[src/rtl/layer_pkg.sv]
// Shared constants and FSM encoding for the layer-0 output writer.
package layer_pkg;

    localparam int unsigned DATA_W       = 8;
    localparam int unsigned CH_PER_PIX   = 4;
    localparam int unsigned PIX_PER_WORD = 4;
    localparam int unsigned WORD_W       = 128;
    localparam int unsigned BANK_PORTS   = 16;
    localparam int unsigned PIX_W        = DATA_W * CH_PER_PIX;

    typedef enum logic [1:0] {
        IDLE,
        RUN,
        DONE
    } state_e;

endpackage

[src/rtl/out_addr_gen.sv]
// Word-column / row tracker for the output writer; maps the current word to a bank and address.
module out_addr_gen
    import layer_pkg::*;
#(
    parameter int unsigned IMG_W    = 32,
    parameter int unsigned IMG_H    = 32,
    parameter int unsigned NUM_BANK = 16,
    parameter int unsigned ADDR_W   = 9
) (
    input  logic                  clk,
    input  logic                  rstn,
    input  logic                  clear_i,
    input  logic                  advance_i,
    output logic [BANK_PORTS-1:0] bank_oh_o,
    output logic [ADDR_W-1:0]     addr_o,
    output logic                  last_o
);

    localparam int unsigned WordsPerRow = IMG_W / PIX_PER_WORD;
    localparam int unsigned ColW        = (WordsPerRow > 1) ? $clog2(WordsPerRow) : 1;
    localparam int unsigned RowW        = (IMG_H > 1) ? $clog2(IMG_H) : 1;

    logic [ColW-1:0] wcol_q, wcol_d;
    logic [RowW-1:0] row_q, row_d;
    logic            col_last, row_last;

    assign col_last = (32'(wcol_q) == WordsPerRow - 1);
    assign row_last = (32'(row_q) == IMG_H - 1);

    always_comb begin
        wcol_d = wcol_q;
        row_d  = row_q;
        if (clear_i) begin
            wcol_d = '0;
            row_d  = '0;
        end else if (advance_i) begin
            if (col_last) begin
                wcol_d = '0;
                row_d  = row_last ? '0 : row_q + 1'b1;
            end else begin
                wcol_d = wcol_q + 1'b1;
            end
        end
    end

    always_ff @(posedge clk or negedge rstn) begin
        if (!rstn) begin
            wcol_q <= '0;
            row_q  <= '0;
        end else begin
            wcol_q <= wcol_d;
            row_q  <= row_d;
        end
    end

    // Rows are interleaved across banks; each bank holds every NUM_BANK-th row back to back.
    assign bank_oh_o = BANK_PORTS'(1) << (32'(row_q) % NUM_BANK);
    assign addr_o    = ADDR_W'((32'(row_q) / NUM_BANK) * WordsPerRow + 32'(wcol_q));
    assign last_o    = col_last && row_last;

endmodule

[src/rtl/layer00_out_writer.sv]
// Packs 4 pixel results per 128-bit word and writes them round-robin into the banked input buffer.
module layer00_out_writer
    import layer_pkg::*;
#(
    parameter int unsigned IMG_W    = 32,
    parameter int unsigned IMG_H    = 32,
    parameter int unsigned NUM_BANK = 16,
    parameter int unsigned ADDR_W   = 9
) (
    input  logic                  clk,
    input  logic                  rstn,
    input  logic                  i_start,
    input  logic                  i_vld,
    input  logic [PIX_W-1:0]      i_data,
    output logic [BANK_PORTS-1:0] o_ena,
    output logic [BANK_PORTS-1:0] o_wea,
    output logic [ADDR_W-1:0]     o_addra,
    output logic [WORD_W-1:0]     o_dia,
    output logic                  o_busy,
    output logic                  o_done,
    output logic                  o_err
);

    state_e                  state_q;
    logic [1:0]              lane_q;
    logic [3*PIX_W-1:0]      pack_q;
    logic [BANK_PORTS-1:0]   ena_q;
    logic [ADDR_W-1:0]       addra_q;
    logic [WORD_W-1:0]       dia_q;
    logic                    done_q;
    logic                    err_q;

    logic                    emit;
    logic                    clear;
    logic [BANK_PORTS-1:0]   bank_oh;
    logic [ADDR_W-1:0]       addr;
    logic                    last_word;

    assign emit  = (state_q == RUN) && i_vld && (lane_q == 2'd3);
    assign clear = (state_q == IDLE) && i_start;

    out_addr_gen #(
        .IMG_W    (IMG_W),
        .IMG_H    (IMG_H),
        .NUM_BANK (NUM_BANK),
        .ADDR_W   (ADDR_W)
    ) u_addr_gen (
        .clk       (clk),
        .rstn      (rstn),
        .clear_i   (clear),
        .advance_i (emit),
        .bank_oh_o (bank_oh),
        .addr_o    (addr),
        .last_o    (last_word)
    );

    always_ff @(posedge clk or negedge rstn) begin
        if (!rstn) begin
            state_q <= IDLE;
            lane_q  <= '0;
            pack_q  <= '0;
            ena_q   <= '0;
            addra_q <= '0;
            dia_q   <= '0;
            done_q  <= 1'b0;
            err_q   <= 1'b0;
        end else begin
            ena_q  <= '0;
            done_q <= 1'b0;
            unique case (state_q)
                IDLE: begin
                    if (i_start) begin
                        state_q <= RUN;
                        lane_q  <= '0;
                        // A pixel arriving with the start pulse is dropped and flagged.
                        err_q   <= i_vld;
                    end else if (i_vld) begin
                        err_q <= 1'b1;
                    end
                end
                RUN: begin
                    if (i_vld) begin
                        lane_q <= lane_q + 2'd1;
                        case (lane_q)
                            2'd0: pack_q[0 +: PIX_W]       <= i_data;
                            2'd1: pack_q[PIX_W +: PIX_W]   <= i_data;
                            2'd2: pack_q[2*PIX_W +: PIX_W] <= i_data;
                            2'd3: begin
                                ena_q   <= bank_oh;
                                addra_q <= addr;
                                dia_q   <= {i_data, pack_q};
                                if (last_word) begin
                                    state_q <= DONE;
                                    done_q  <= 1'b1;
                                end
                            end
                        endcase
                    end
                end
                DONE: begin
                    state_q <= IDLE;
                    if (i_vld) begin
                        err_q <= 1'b1;
                    end
                end
                default: state_q <= IDLE;
            endcase
        end
    end

    assign o_ena   = ena_q;
    assign o_wea   = ena_q;
    assign o_addra = addra_q;
    assign o_dia   = dia_q;
    assign o_busy  = (state_q == RUN);
    assign o_done  = done_q;
    assign o_err   = err_q;

endmodule
[config.mk]
export PLATFORM = sky130hd
export DESIGN_NAME = layer00_out_writer
export DESIGN_NICKNAME = d
export VERILOG_FILES = /design/src/rtl/layer_pkg.sv /design/src/rtl/out_addr_gen.sv /design/src/rtl/layer00_out_writer.sv
export SDC_FILE = /design/constraint.sdc
export NUM_CORES = 1
export LEC_CHECK = 0
export CORE_MARGIN = 10
export CORE_UTILIZATION = 35
export CTS_CLUSTER_DIAMETER = 100
export DETAILED_ROUTE_END_ITERATION = 7
export PLACE_DENSITY_LB_ADDON = 0.12
export SYNTH_ARGS = -nofsm -noshare
export SYNTH_HDL_FRONTEND = slang
export SYNTH_SLANG_ARGS = --single-unit
[constraint.sdc]
create_clock -name clk -period 2.1 [get_ports clk]
set_input_delay 0.21 -clock clk [delete_from_list [all_inputs] [get_ports clk]]
set_output_delay 0.21 -clock clk [all_outputs]
set_load 0.005 [all_outputs]
==> impl_metrics.ini <==
[outcome]
status = finished clean

[routing]
final_antenna_net_count = 0
via_per_inst = 4.47
drtIter0Drc = 434
drc_errors = 0
wl_per_cell_um = 16.8
drtPass1Iterations = 4
drt-total-wl_um = 25300
vias = 6733

[timing]
period_needed_ns = 1.95
fin_crit_sh_pct = 92.7
rsz0062_at_grt = false
max_freq_mhz = 514
tightest_slew_ns = 0.664
slew_headroom_pct = 55.7
setup_viol = 0
skew_ns = 0.0109
slew_viol_final = 0
fin_ws_ns = 0.153
hold_viol_final = 0
tns_ns = 0

[synthesis]
synth_compound_area_share_pct = 0.976
muxShareOfSynthArea_pct = 11.5
ys_types = 35
synthSimpleGateAreaFrac_pct = 17.8
yosys.cell_count.top_type = nand2_1
synth_top_family_by_area = simple AND/OR/NAND/NOR gates
synth_area_sq_um = 10100
synth-edff-count = 0
ys_async_sr_fraction_pct = 100
synth_xor_area_share_pct = 0
syn_inst = 899
synth_fa_ha_area_share_pct = 1.61
syn_area_per_cell_sq_um = 11.3
synth-seq-cells = 258
synth_ff_type = dfrtp_1
synth_commonest_cells = 399 x nand2_1, 258 x dfrtp_1, 74 x mux2_2
seq_area_frac_synth_pct = 63.8
yosysWarnings = 0
yosys.area.top_type = dfrtp_1
synth_top_area_share_pct = 63.8
synth_area_leaders = dfrtp_1 64%, nand2_1 15%, mux2_2 8.2%

[setup_path]
path_class = reg2out
cp-start-kind = register
path_max_fanout = 6
end_kind = output port
crit_path_start = state_q[0]
worst-path-buf-inv = 1
reg2reg_from = u_addr_gen.row_q[0]
arrival_ns = 1.74
reg2reg_depth = 6
worst_path_dominant_cell_family = buffers and inverters
path_cells = nor2b_1, clkdlybuf4s50_1
cp_slowest_stage_delay_ns = 0.54
cp_num_cells = 2
cp_data_required_time_ns = 1.89
slowest_stage = clkdlybuf4s50_1

[power]
p_per_area_nw_per_um2 = 1420
switchingPower_mw = 5.43
p_total_mw = 19.4
leakage_nw = 6.65
intPower_mw = 14.0
clkPwrFrac_pct = 27.1
combPwrFrac_pct = 30.4
p_sw_share_pct = 27.9
p_seq_share_pct = 42.6
vdd_drop_max_mv = 0.707

[floorplan]
die_x_um = 190
rows = 62
core_region_area_sq_um = 28600
die_h_um = 190
io_pins = 208
start_util_pct = 35.4
die-area_sq_um = 36100

[clock_tree]
clk_pin_slew_worst_paths_ns = 0.06
htreeDepth = 1
clock-root-buffer = clkbuf_16
cts_sinks = 258
clk_latency_ns = 0.54
clockBufferDepth = 3
cts_tree = done
cts_made_buffers = 28

[cells_and_area]
n_fill_cell = 2659
n_antenna_cell = 0
layout.cells.non_filler = 1506
area.growth.synth_to_final_pct = 35.2
nets = 1149
drive_above_1_share_pct = 16.0
seq_area_sq_um = 6460
multi_input_area_sq_um = 3250
final_core_util_pct = 47.8

[global_routing]
first_global_vias = 7218
overflow = 0
grtUsageTotal_pct = 13.8
grt_max_degree = 76
grt_pass1_wl_um = 40900
antenna_found_initial = 0

[place]
gp_routability_congestion = 0.728
dpl_worst_slack_ns = 0.0277
dp.cells = 1453
hpwl_um = 16800
io_buffers = 202

[worst_hold_path]
hold_class = in2async

[job]
drv_cap = 0
==> worst reg2reg max path, cell delays in order (launching register included) <==
cell and delay [ns]:
dfrtp_2 0.44, ha_1 0.24, and3_1 0.19, ha_1 0.25
nor2_1 0.11, or4b_1 0.43, a31oi_1 0.18
==> worst paths after layout <==
check / slack (ns) / to
max: 0.15 / o_busy
min: 0.24 / pack_q[83]
max reg2reg: 0.18 / u_addr_gen.row_q[3]
min reg2reg: 0.45 / o_dia[33]
max in group asynchronous: 1.14 / o_dia[39]
min in group clk: 0.32 / o_dia[125]
==> sequential cells by signal, summed over array words and instances (netlist names) <==
register           count
lane_q                 2
u_addr_gen.wcol_q      3
state_q                2
pack_q                96
o_err                  1
o_dia                128
o_done                 1
u_addr_gen.row_q       5
o_addra                4
o_ena                 16
==> logic make-up after synthesis <==
kind of cell             count (synthesis)
AND/OR/NAND/NOR                        442
buffers and inverters                   72
multiplexers                            96
AO/OA/AOI/OAI                           17
adder cells (fa/ha/maj)                 13
flip-flops                             258
other                                    1
==> cell type report <==
type | instances | share of cell area (%)
tap | 384 | 3.51
multi-input combinational | 573 | 23.7
sequential | 258 | 47.2
inverter | 8 | 0.219
clock buffer | 44 | 6.52
clock inverter | 8 | 0.859
timing repair buffer | 231 | 18.0
==> layout by cell type, fill, tap and decap left out, types with 2 or more instances in the layout <==
cell type and instances:
a21o_1 2, or4_1 2, a21oi_1 6, and3_1 14
clkbuf_1 4, clkdlybuf4s50_1 201, o21ai_0 5, bufinv_16 3
nand3_1 4, dfrtp_1 257, nor2_1 3, nor3_1 2
clkinv_2 4, mux2_4 22, inv_1 8, and2_1 6
nand2_1 399, ha_1 13, clkbuf_8 11, nand2_4 3
conb_1 5, mux2_2 74, buf_12 17, buf_4 10
clkbuf_16 29
==> timing repair <==
item / in CTS / in global routing
hold endpoints to repair: 64 / 0
setup buffers: 0 / 0
hold buffers: 1 / 0
endpoints found under the setup margin: 0 / 3
resized for setup: 0 / 2
==> routing by layer <==
metal | part of all wire (%) | vias up | global-route usage (%)
met4 | 1.3 | 0 | 2.84
met2 | 46 | 154 | 22.0
met3 | 9.0 | 25 | 5.31
met5 | 0 | - | 0
met1 | 44 | 3312 | 17.6
li1 | - | 3242 | -
==> through the flow <==
stage               area [sq um]  hold slack, ns
finish                     13700           0.239
floorplan                  10100         -0.0856
global placement           12700           0.254
CTS                        13700           0.268
global route               13700           0.284
detailed placement         12700           0.261
==> power groups by stage <==
| stage | clock [mW] | combinational, mW | sequential (mW) |
|---|---|---|---|
| after floorplan | 0 | 2.62 | 8.21 |
| after global placement | 0 | 5.97 | 8.32 |
| after detailed placement | 0 | 6.06 | 8.34 |
| after CTS | 5.43 | 6.09 | 8.30 |
| after global routing | 5.65 | 6.56 | 8.55 |
| final | 5.26 | 5.90 | 8.28 |
Power figures use the tool's default switching activity.
